**src/rtl/i2c_reg_arbiter.sv**
```systemverilog
`timescale 1ns/1ps
`default_nettype none
// ============================================================================
//  Module      : i2c_reg_arbiter
//  Description : Two-port round-robin arbiter sharing one register target.
//                Port 0 serves the I2C slave core and port 1 a local requester.
//                Each port's request pulse is captured into a pending slot.
//                The slot is forwarded to the target, and the target's
//                response is routed back to the port that owns the transfer.
//                Optional macro I2C_REG_ARBITER_TIMEOUT_EN adds a WAIT-state
//                timeout that completes a hung transfer with read data 8'hFF.
//  Revision    : 1.0 - initial release
// ============================================================================
module i2c_reg_arbiter #(
  parameter int ADDRESS_WIDTH  = 8,
  parameter int TIMEOUT_CYCLES = 255
) (
  input  logic                     clock,
  input  logic                     reset,
  input  logic [ADDRESS_WIDTH-1:0] m0_address,
  input  logic                     m0_is_write,
  input  logic [7:0]               m0_write_data,
  input  logic                     m0_request,
  output logic                     m0_response,
  output logic [7:0]               m0_read_data,
  input  logic [ADDRESS_WIDTH-1:0] m1_address,
  input  logic                     m1_is_write,
  input  logic [7:0]               m1_write_data,
  input  logic                     m1_request,
  output logic                     m1_response,
  output logic [7:0]               m1_read_data,
  output logic [ADDRESS_WIDTH-1:0] t_address,
  output logic                     t_is_write,
  output logic [7:0]               t_write_data,
  output logic                     t_request,
  input  logic                     t_response,
  input  logic [7:0]               t_read_data,
  output logic [1:0]               grant,
  output logic [1:0]               overrun,
  output logic                     timeout
);

  typedef enum logic [1:0] {
    ST_IDLE  = 2'd0,
    ST_ISSUE = 2'd1,
    ST_WAIT  = 2'd2
  } state_t;

  // Elaboration-time guard on the timeout range (the counter is 16 bits wide)
  generate
    if (TIMEOUT_CYCLES < 1 || TIMEOUT_CYCLES > 65535) begin : g_bad_timeout
      $error("i2c_reg_arbiter: TIMEOUT_CYCLES must be in 1..65535");
    end
  endgenerate

  // Per-port request views so the slot logic can loop over ports
  logic [1:0]               w_req;
  logic [1:0]               w_in_wr;
  logic [ADDRESS_WIDTH-1:0] w_in_addr [2];
  logic [7:0]               w_in_wd   [2];

  assign w_req        = {m1_request, m0_request};
  assign w_in_wr      = {m1_is_write, m0_is_write};
  assign w_in_addr[0] = m0_address;
  assign w_in_addr[1] = m1_address;
  assign w_in_wd[0]   = m0_write_data;
  assign w_in_wd[1]   = m1_write_data;

  // Pending slots
  logic [1:0]               r_pend;
  logic [1:0]               r_slot_wr;
  logic [ADDRESS_WIDTH-1:0] r_slot_addr [2];
  logic [7:0]               r_slot_wd   [2];
  logic [1:0]               r_overrun;
  logic [1:0]               w_clear;

  // FSM and registered outputs
  state_t                   r_state, w_state_next;
  logic [1:0]               r_grant, w_grant_next;
  logic [ADDRESS_WIDTH-1:0] r_t_address, w_t_address_next;
  logic                     r_t_is_write, w_t_is_write_next;
  logic [7:0]               r_t_write_data, w_t_write_data_next;
  logic                     r_t_request, w_t_request_next;
  logic [1:0]               r_resp, w_resp_next;
  logic [7:0]               r_rd0, w_rd0_next;
  logic [7:0]               r_rd1, w_rd1_next;
  logic                     r_last, w_last_next;
  logic                     w_pick1;
  logic                     w_tmo_hit;
  logic                     w_done;
  logic [7:0]               w_resp_data;

`ifdef I2C_REG_ARBITER_TIMEOUT_EN
  logic [15:0] r_wait_cnt, w_wait_cnt_next;
  logic        r_timeout, w_timeout_next;

  assign w_tmo_hit = (r_state == ST_WAIT) && (r_wait_cnt == 16'(TIMEOUT_CYCLES - 1));
  assign timeout   = r_timeout;
`else
  assign w_tmo_hit = 1'b0;
  assign timeout   = 1'b0;
`endif

  // A transfer completes on the target response, or on timeout if enabled;
  // a real response in the terminal cycle wins and returns real data.
  assign w_done      = (r_state == ST_WAIT) && (t_response || w_tmo_hit);
  assign w_clear     = w_done ? r_grant : 2'b00;
  assign w_resp_data = t_response ? t_read_data : 8'hFF;

  // Both pending: serve the port that was not served last; else the only one
  assign w_pick1 = r_pend[1] && (!r_pend[0] || !r_last);

  // Slot capture: an empty slot latches the request, a full one flags overrun
  always_ff @(posedge clock or posedge reset) begin
    if (reset) begin
      r_pend    <= 2'b00;
      r_slot_wr <= 2'b00;
      r_overrun <= 2'b00;
      for (int n = 0; n < 2; n++) begin
        r_slot_addr[n] <= '0;
        r_slot_wd[n]   <= 8'h00;
      end
    end else begin
      for (int n = 0; n < 2; n++) begin
        if (w_clear[n]) begin
          r_pend[n] <= 1'b0;
        end
        if (w_req[n] && !r_pend[n]) begin
          r_pend[n]      <= 1'b1;
          r_slot_wr[n]   <= w_in_wr[n];
          r_slot_addr[n] <= w_in_addr[n];
          r_slot_wd[n]   <= w_in_wd[n];
        end
        if (w_req[n] && r_pend[n]) begin
          r_overrun[n] <= 1'b1;
        end
      end
    end
  end

  // Next-state and next-output logic for the IDLE/ISSUE/WAIT sequencer
  always_comb begin
    w_state_next        = r_state;
    w_grant_next        = r_grant;
    w_t_address_next    = r_t_address;
    w_t_is_write_next   = r_t_is_write;
    w_t_write_data_next = r_t_write_data;
    w_t_request_next    = 1'b0;
    w_resp_next         = 2'b00;
    w_rd0_next          = r_rd0;
    w_rd1_next          = r_rd1;
    w_last_next         = r_last;
`ifdef I2C_REG_ARBITER_TIMEOUT_EN
    w_wait_cnt_next     = r_wait_cnt;
    w_timeout_next      = r_timeout;
`endif
    case (r_state)
      ST_IDLE: begin
        if (|r_pend) begin
          w_grant_next        = w_pick1 ? 2'b10 : 2'b01;
          w_t_address_next    = w_pick1 ? r_slot_addr[1] : r_slot_addr[0];
          w_t_is_write_next   = w_pick1 ? r_slot_wr[1]   : r_slot_wr[0];
          w_t_write_data_next = w_pick1 ? r_slot_wd[1]   : r_slot_wd[0];
          w_t_request_next    = 1'b1;
          w_state_next        = ST_ISSUE;
        end
      end
      ST_ISSUE: begin
        // Any target response during the request cycle is ignored
        w_state_next = ST_WAIT;
`ifdef I2C_REG_ARBITER_TIMEOUT_EN
        w_wait_cnt_next = 16'd0;
`endif
      end
      ST_WAIT: begin
`ifdef I2C_REG_ARBITER_TIMEOUT_EN
        w_wait_cnt_next = r_wait_cnt + 16'd1;
        if (w_done && !t_response) begin
          w_timeout_next = 1'b1;
        end
`endif
        if (w_done) begin
          w_resp_next  = r_grant;
          w_last_next  = r_grant[1];
          w_grant_next = 2'b00;
          w_state_next = ST_IDLE;
          if (r_grant[0]) begin
            w_rd0_next = w_resp_data;
          end
          if (r_grant[1]) begin
            w_rd1_next = w_resp_data;
          end
        end
      end
      default: begin
        w_state_next = ST_IDLE;
        w_grant_next = 2'b00;
      end
    endcase
  end

  // State and output registers; reset aborts any transfer without a response
  always_ff @(posedge clock or posedge reset) begin
    if (reset) begin
      r_state        <= ST_IDLE;
      r_grant        <= 2'b00;
      r_t_address    <= '0;
      r_t_is_write   <= 1'b0;
      r_t_write_data <= 8'h00;
      r_t_request    <= 1'b0;
      r_resp         <= 2'b00;
      r_rd0          <= 8'h00;
      r_rd1          <= 8'h00;
      r_last         <= 1'b1;
`ifdef I2C_REG_ARBITER_TIMEOUT_EN
      r_wait_cnt     <= 16'd0;
      r_timeout      <= 1'b0;
`endif
    end else begin
      r_state        <= w_state_next;
      r_grant        <= w_grant_next;
      r_t_address    <= w_t_address_next;
      r_t_is_write   <= w_t_is_write_next;
      r_t_write_data <= w_t_write_data_next;
      r_t_request    <= w_t_request_next;
      r_resp         <= w_resp_next;
      r_rd0          <= w_rd0_next;
      r_rd1          <= w_rd1_next;
      r_last         <= w_last_next;
`ifdef I2C_REG_ARBITER_TIMEOUT_EN
      r_wait_cnt     <= w_wait_cnt_next;
      r_timeout      <= w_timeout_next;
`endif
    end
  end

  assign m0_response  = r_resp[0];
  assign m1_response  = r_resp[1];
  assign m0_read_data = r_rd0;
  assign m1_read_data = r_rd1;
  assign t_address    = r_t_address;
  assign t_is_write   = r_t_is_write;
  assign t_write_data = r_t_write_data;
  assign t_request    = r_t_request;
  assign grant        = r_grant;
  assign overrun      = r_overrun;

endmodule
`default_nettype wire
```
**config.mk**
```make
export PLATFORM = sky130hd
export DESIGN_NAME = i2c_reg_arbiter
export DESIGN_NICKNAME = d
export VERILOG_FILES = /design/src/rtl/i2c_reg_arbiter.sv
export SDC_FILE = /design/constraint.sdc
export NUM_CORES = 1
export LEC_CHECK = 0
export BUFFER_PORTS_ARGS = -buffer_cell sky130_fd_sc_hd__buf_4
export CAP_MARGIN = 20
export CORE_MARGIN = 2
export CORE_UTILIZATION = 50
export CTS_BUF_LIST = sky130_fd_sc_hd__clkbuf_4 sky130_fd_sc_hd__clkbuf_8
export CTS_CLUSTER_DIAMETER = 150
export DETAILED_ROUTE_END_ITERATION = 16
export GPL_TIMING_DRIVEN = 0
export PLACE_DENSITY = 0.77
export SKIP_CTS_REPAIR_TIMING = 1
export SLEW_MARGIN = 20
export SYNTH_ARGS = -nofsm -noshare
export SYNTH_HDL_FRONTEND = slang
export SYNTH_SLANG_ARGS = --single-unit
```
**constraint.sdc**
```tcl
create_clock -name clock -period 4.1 [get_ports clock]
set_input_delay 0.82 -clock clock [delete_from_list [all_inputs] [get_ports clock]]
set_output_delay 0.82 -clock clock [all_outputs]
set_load 0.02 [all_outputs]
```
---- Word level (Yosys, flattened, before mapping) ----
Index checks and enable logic that the tools add are counted.
Widths: inputs -> output; s select.
word-level totals
  bits in registers ....................... 79
  input bits .............................. 47
  output and inout port bits .............. 41
  logic and storage cells ................. 63
cells by class
  equal/unequal tests ..................... 4
  bitwise logic cells ..................... 1
  reduce and logical (&&, ||, !) cells .... 20
  mux-type cells .......................... 18
operators by type and width
  cell                count
  $mux 8              3
  $mux 2              6
  $pmux 2 s3          2
  $reduce_and 3->1    3
  $mux 1              7
  $logic_and 1x1->1   6
  $reduce_and 2->1    3
  $ne 2x2->1 const B  2
  $reduce_bool 2->1   2
  $logic_not 1->1     3
  $eq 2x1->1 const B  1
  $eq 2x2->1 const B  1
  $logic_not 2->1     1
  $reduce_or 2->1     1
  $logic_or 1x1->1    1
  $not 1->1           1

---- Logic depth before layout (Yosys ltp) ----
  depth after elaboration ................. 6
  depth in mapped cells ................... 6
  depth with buffers taken out ............ 4

---- Worst setup path after synthesis ----
OpenSTA, ideal clock, no wires.
  path type ............................... input-to-reg
  start point ............................. in m0_request
  end point ............................... reg r_slot_addr[10] in the netlist's numbering
  cell stages on the path ................. 4
  required time ........................... 3.975 ns
  setup slack ............................. 2.356 ns
  library setup time ...................... 0.125 ns
  arrival time ............................ 1.619 ns
  cells stage by stage .................... nor2b_1 -> buf_2 -> buf_4 -> mux2_2
on the way
  cells in the longest elaborated chain, start to end .. 1
RTL lines
  element                         RTL line  RTL
  start: declaration              23        input logic m0_request,
  $logic_and 1x1->1               128       if (w_req[n] && !r_pend[n]) begin
  end signal: indexed assignment  131       r_slot_addr[n] <= w_in_addr[n];
  end: declaration                72        logic [ADDRESS_WIDTH-1:0] r_slot_addr [2];
Every way passes these cells.
A chain may end at the register's enable or synchronous reset.

---- Final worst setup path ----
  start point ............................. reg r_grant[0], in the netlist grant[0]
  end point ............................... out grant[0]
RTL lines
  element                   RTL line  RTL
  start: declaration        79        logic [1:0] r_grant, w_grant_next;
  start signal: assignment  221       r_grant <= w_grant_next;
  end: declaration          38        output logic [1:0] grant,
No word-level cell between the ends.

==> summary.txt <==
Floorplanning
  – Die footprint: 0.00691 mm^2
  – Effective utilization at floorplan: 52.3%
  – Placement Rows: 28
  – X dimension of the die: 83.1 um
  – Ports: 88
  – Core Footprint: 0.00599 mm^2
  – Height of the die: 83.1 um

Power and ir drop
  – Static Leakage: 1.95 nW
  – Net switching power: 1.18 mW
  – Combinational group share of total power: 42.4%
  – Sequential fraction of design power: 41.5%
  – Clock network fraction of total power: 16.0%
  – Power Total: 3.29 mW
  – Peak supply drop: 0.000443 V
  – Cell area power density: 806 mW/mm^2
  – Internal Pwr Total: 2.11 mW
  – Switching power share of the total: 35.8%

Synthesis
  – Number of nets in the synthesized netlist: 279
  – Yosys cell types: 27
  – Sequential element share of the synthesized area: 63.2%
  – Post-synthesis average cell area: 13.5 um^2
  – Proportion of netlist area held by the largest area contributor: 62.4%
  – Synth warn: 0
  – Synthesis-stage register bit count: 79
  – Synth Cell Area: 0.00313 mm^2
  – Biggest area consumer among synthesized cells: dfrtp_1
  – Gate count of the mapped netlist: 232
  – Leading post-synthesis cells by cell area: dfrtp_1 62%, mux2_2 18%, nand2_1 3.5%

Setup path
  – Critical path startpoint category: flip-flop
  – Biggest cell delay along the critical path: 0.41 ns
  – Crit path from: grant[0]
  – Critical-path cell with the highest stage delay: dfrtp_1
  – Sort of element at the end of the critical path: output port
  – Start of the worst register-to-register path: r_pend[0]
  – Critical path type: reg2out
  – Worst path top cell family by delay: flip-flops
  – Critical Path RT: 3.28 ns
  – Critical path buffer and inverter count: 1
  – Critical Path Fanout Max: 3
  – CP Data Arrival Time: 0.92 ns
  – Series of cell instances along the critical path: buf_4

Detailed routing
  – 1st-pass router iterations: 4
  – DR WL/cell: 15.6 um
  – Routed Wire Length: 6400 um
  – Number of nets with antenna violations after detailed routing: 0
  – DRC marker count from the first detailed-route iteration: 84
  – Via/cell ratio: 5.20
  – Number of vias in the routed layout: 2133
  – DRC violation count after routing: 0

Clock tree
  – CTS tree: yes
  – Worst-skew pair later-pin latency: 0.34 ns
  – Clk buf depth: 2
  – Root buffer selected by CTS: clkbuf_8
  – TritonCTS buffer count: 9
  – Clock sink count: 79
  – Max H-tree Level: 3
  – Clk slew on worst S/H paths: 0.08 ns

Timing
  – Final-report hold violation count: 0
  – Post-route fraction of the period consumed by the critical path: 42.5%
  – Final max-slew violation count: 0
  – Setup violators final: 0
  – Fin crit period: 1.74 ns
  – Setup repair after global routing missed its margin: false
  – Maximum clock skew at final layout: 0.0102 ns
  – Fmax: 574 MHz
  – Slack of the critical path: 2.36 ns
  – Total negative slack for setup checks: 0 ns

Cells and area
  – Net count of the finished layout: 377
  – N_diodes: 0
  – Area grow syn2layout: 30.5%
  – Fraction of layout cells with a size suffix above 1: 52.5%
  – Finished Core Util: 68.2%
  – Final design instance area without fill: 0.00408 mm^2
  – Count of filler cells inserted in the layout: 476

Run
  – Max-cap check violation count: 0

GRT
  – Pin count of the biggest net entering global routing: 59
  – Total routing resource utilization after global routing: 19.7%
  – Global-route wire length before repair: 10600 um
  – Initial antenna violation count: 0
  – Number of global-route vias before repair: 2172
  – Total overflow reported by the global router: 0

Place
  – Placement Cell Area: 0.00390 mm^2
  – Placer congestion estimate: 0.723
  – HPWL Detailed: 4540 um
  – Worst slack, placed: 2.08 ns
  – Number of buffers inserted by port buffering: 86

Min path
  – Worst hold path type: in2async

Run status
  – Result of the run: finished, final reports clean
-- per-stage QoR --
| stage | instances | hold WS [ns] |
|---|---|---|
| floorplan | 232 | 0.472 |
| global placement | 393 | 0.441 |
| detailed placement | 394 | 0.447 |
| CTS | 410 | 0.426 |
| global route | 410 | 0.439 |
| finish | 410 | 0.423 |
-- routing by layer --
layer	wire [um]	GRT usage, %
met1	2790	25.8
met2	3140	31.4
met3	341	4.08
met4	123	9.39
met5	0	0
-- power by group through the flow --
stage               clock (mW)  combinational [mW]  sequential, mW
floorplan                    0               0.704            1.56
global placement             0                1.37            1.37
detailed placement           0                1.42            1.38
CTS                      0.542                1.42            1.37
global route             0.569                1.51            1.42
finish                   0.528                1.40            1.37
-- placed cells by master (no fill, tap or decap), types with 2 or more instances in the layout --
cell      instances
nor2_1            2
clkinv_2          2
a221o_1           3
dfrtp_1          78
buf_4            92
inv_1             4
buf_6             2
a21o_1            4
clkbuf_8         11
buf_2             5
o21ai_0           2
nand2_1          29
nor2b_1           2
mux2_2           51
clkbuf_4          2
a21oi_1          14
a31oi_1          14
and3_1            3
-- path summary, 6_finish.rpt --
path                       cells past startpoint               to  slack, ns
setup reg to reg                               4   r_slot_addr[8]       2.55
setup / recovery                               1         grant[0]       2.36
hold / removal                                 2  m0_read_data[0]       0.42
max in group asynchronous                      3           r_last       3.07
hold reg to reg                                1       overrun[0]       0.46
min in group clock                             1       overrun[0]       0.46
-- flip-flops by register name (all words and copies together) (netlist names), 2 cells and up --
signal,count
t_write_data,8
m0_read_data,8
t_address,8
r_state,2
r_slot_wd,16
r_resp,2
grant,2
m1_read_data,8
overrun,2
r_pend,2
r_slot_wr,2
r_slot_addr,16
-- cell type report --
class	instances	area (um^2)	share of cell area, %
flip-flops and latches	79	1980	48.4
repair buffers	87	673	16.5
plain buffers	13	92.6	2.27
inverters	6	25.0	0.613
multi-input cells	134	1040	25.4
clock buffers	13	166	4.07
clock inverters	3	17.5	0.429
well taps	75	93.8	2.30
-- synthesized netlist by cell type --
cell and n:
a21boi_2 1, a221o_1 3, nand2_2 1, and3_1 3, a21bo_2 1, buf_6 2
nand2_4 1, and3_4 1, a21oi_1 14, dfrtp_1 78, and3b_1 1, a31o_2 1
nor2_1 2, a21o_1 4, or2_0 1, nand2_1 29, o21ai_0 2, nor2b_1 2
dfstp_2 1, buf_4 6, inv_2 1, mux2_2 51, conb_1 1, inv_1 5
a32o_1 1, a31oi_1 14, buf_2 5
-- cells by family after synthesis --
family / count (synthesis) / synth area share [%]
DFF: 79 / 63.2
muxes: 51 / 18.3
AOI/OAI and AO/OA: 41 / 8.55
and+or+nand+nor: 41 / 6.12
buffers and inverters: 19 / 3.68
other: 1 / 0.120
Note: power is estimated with default switching activity, not from simulation.
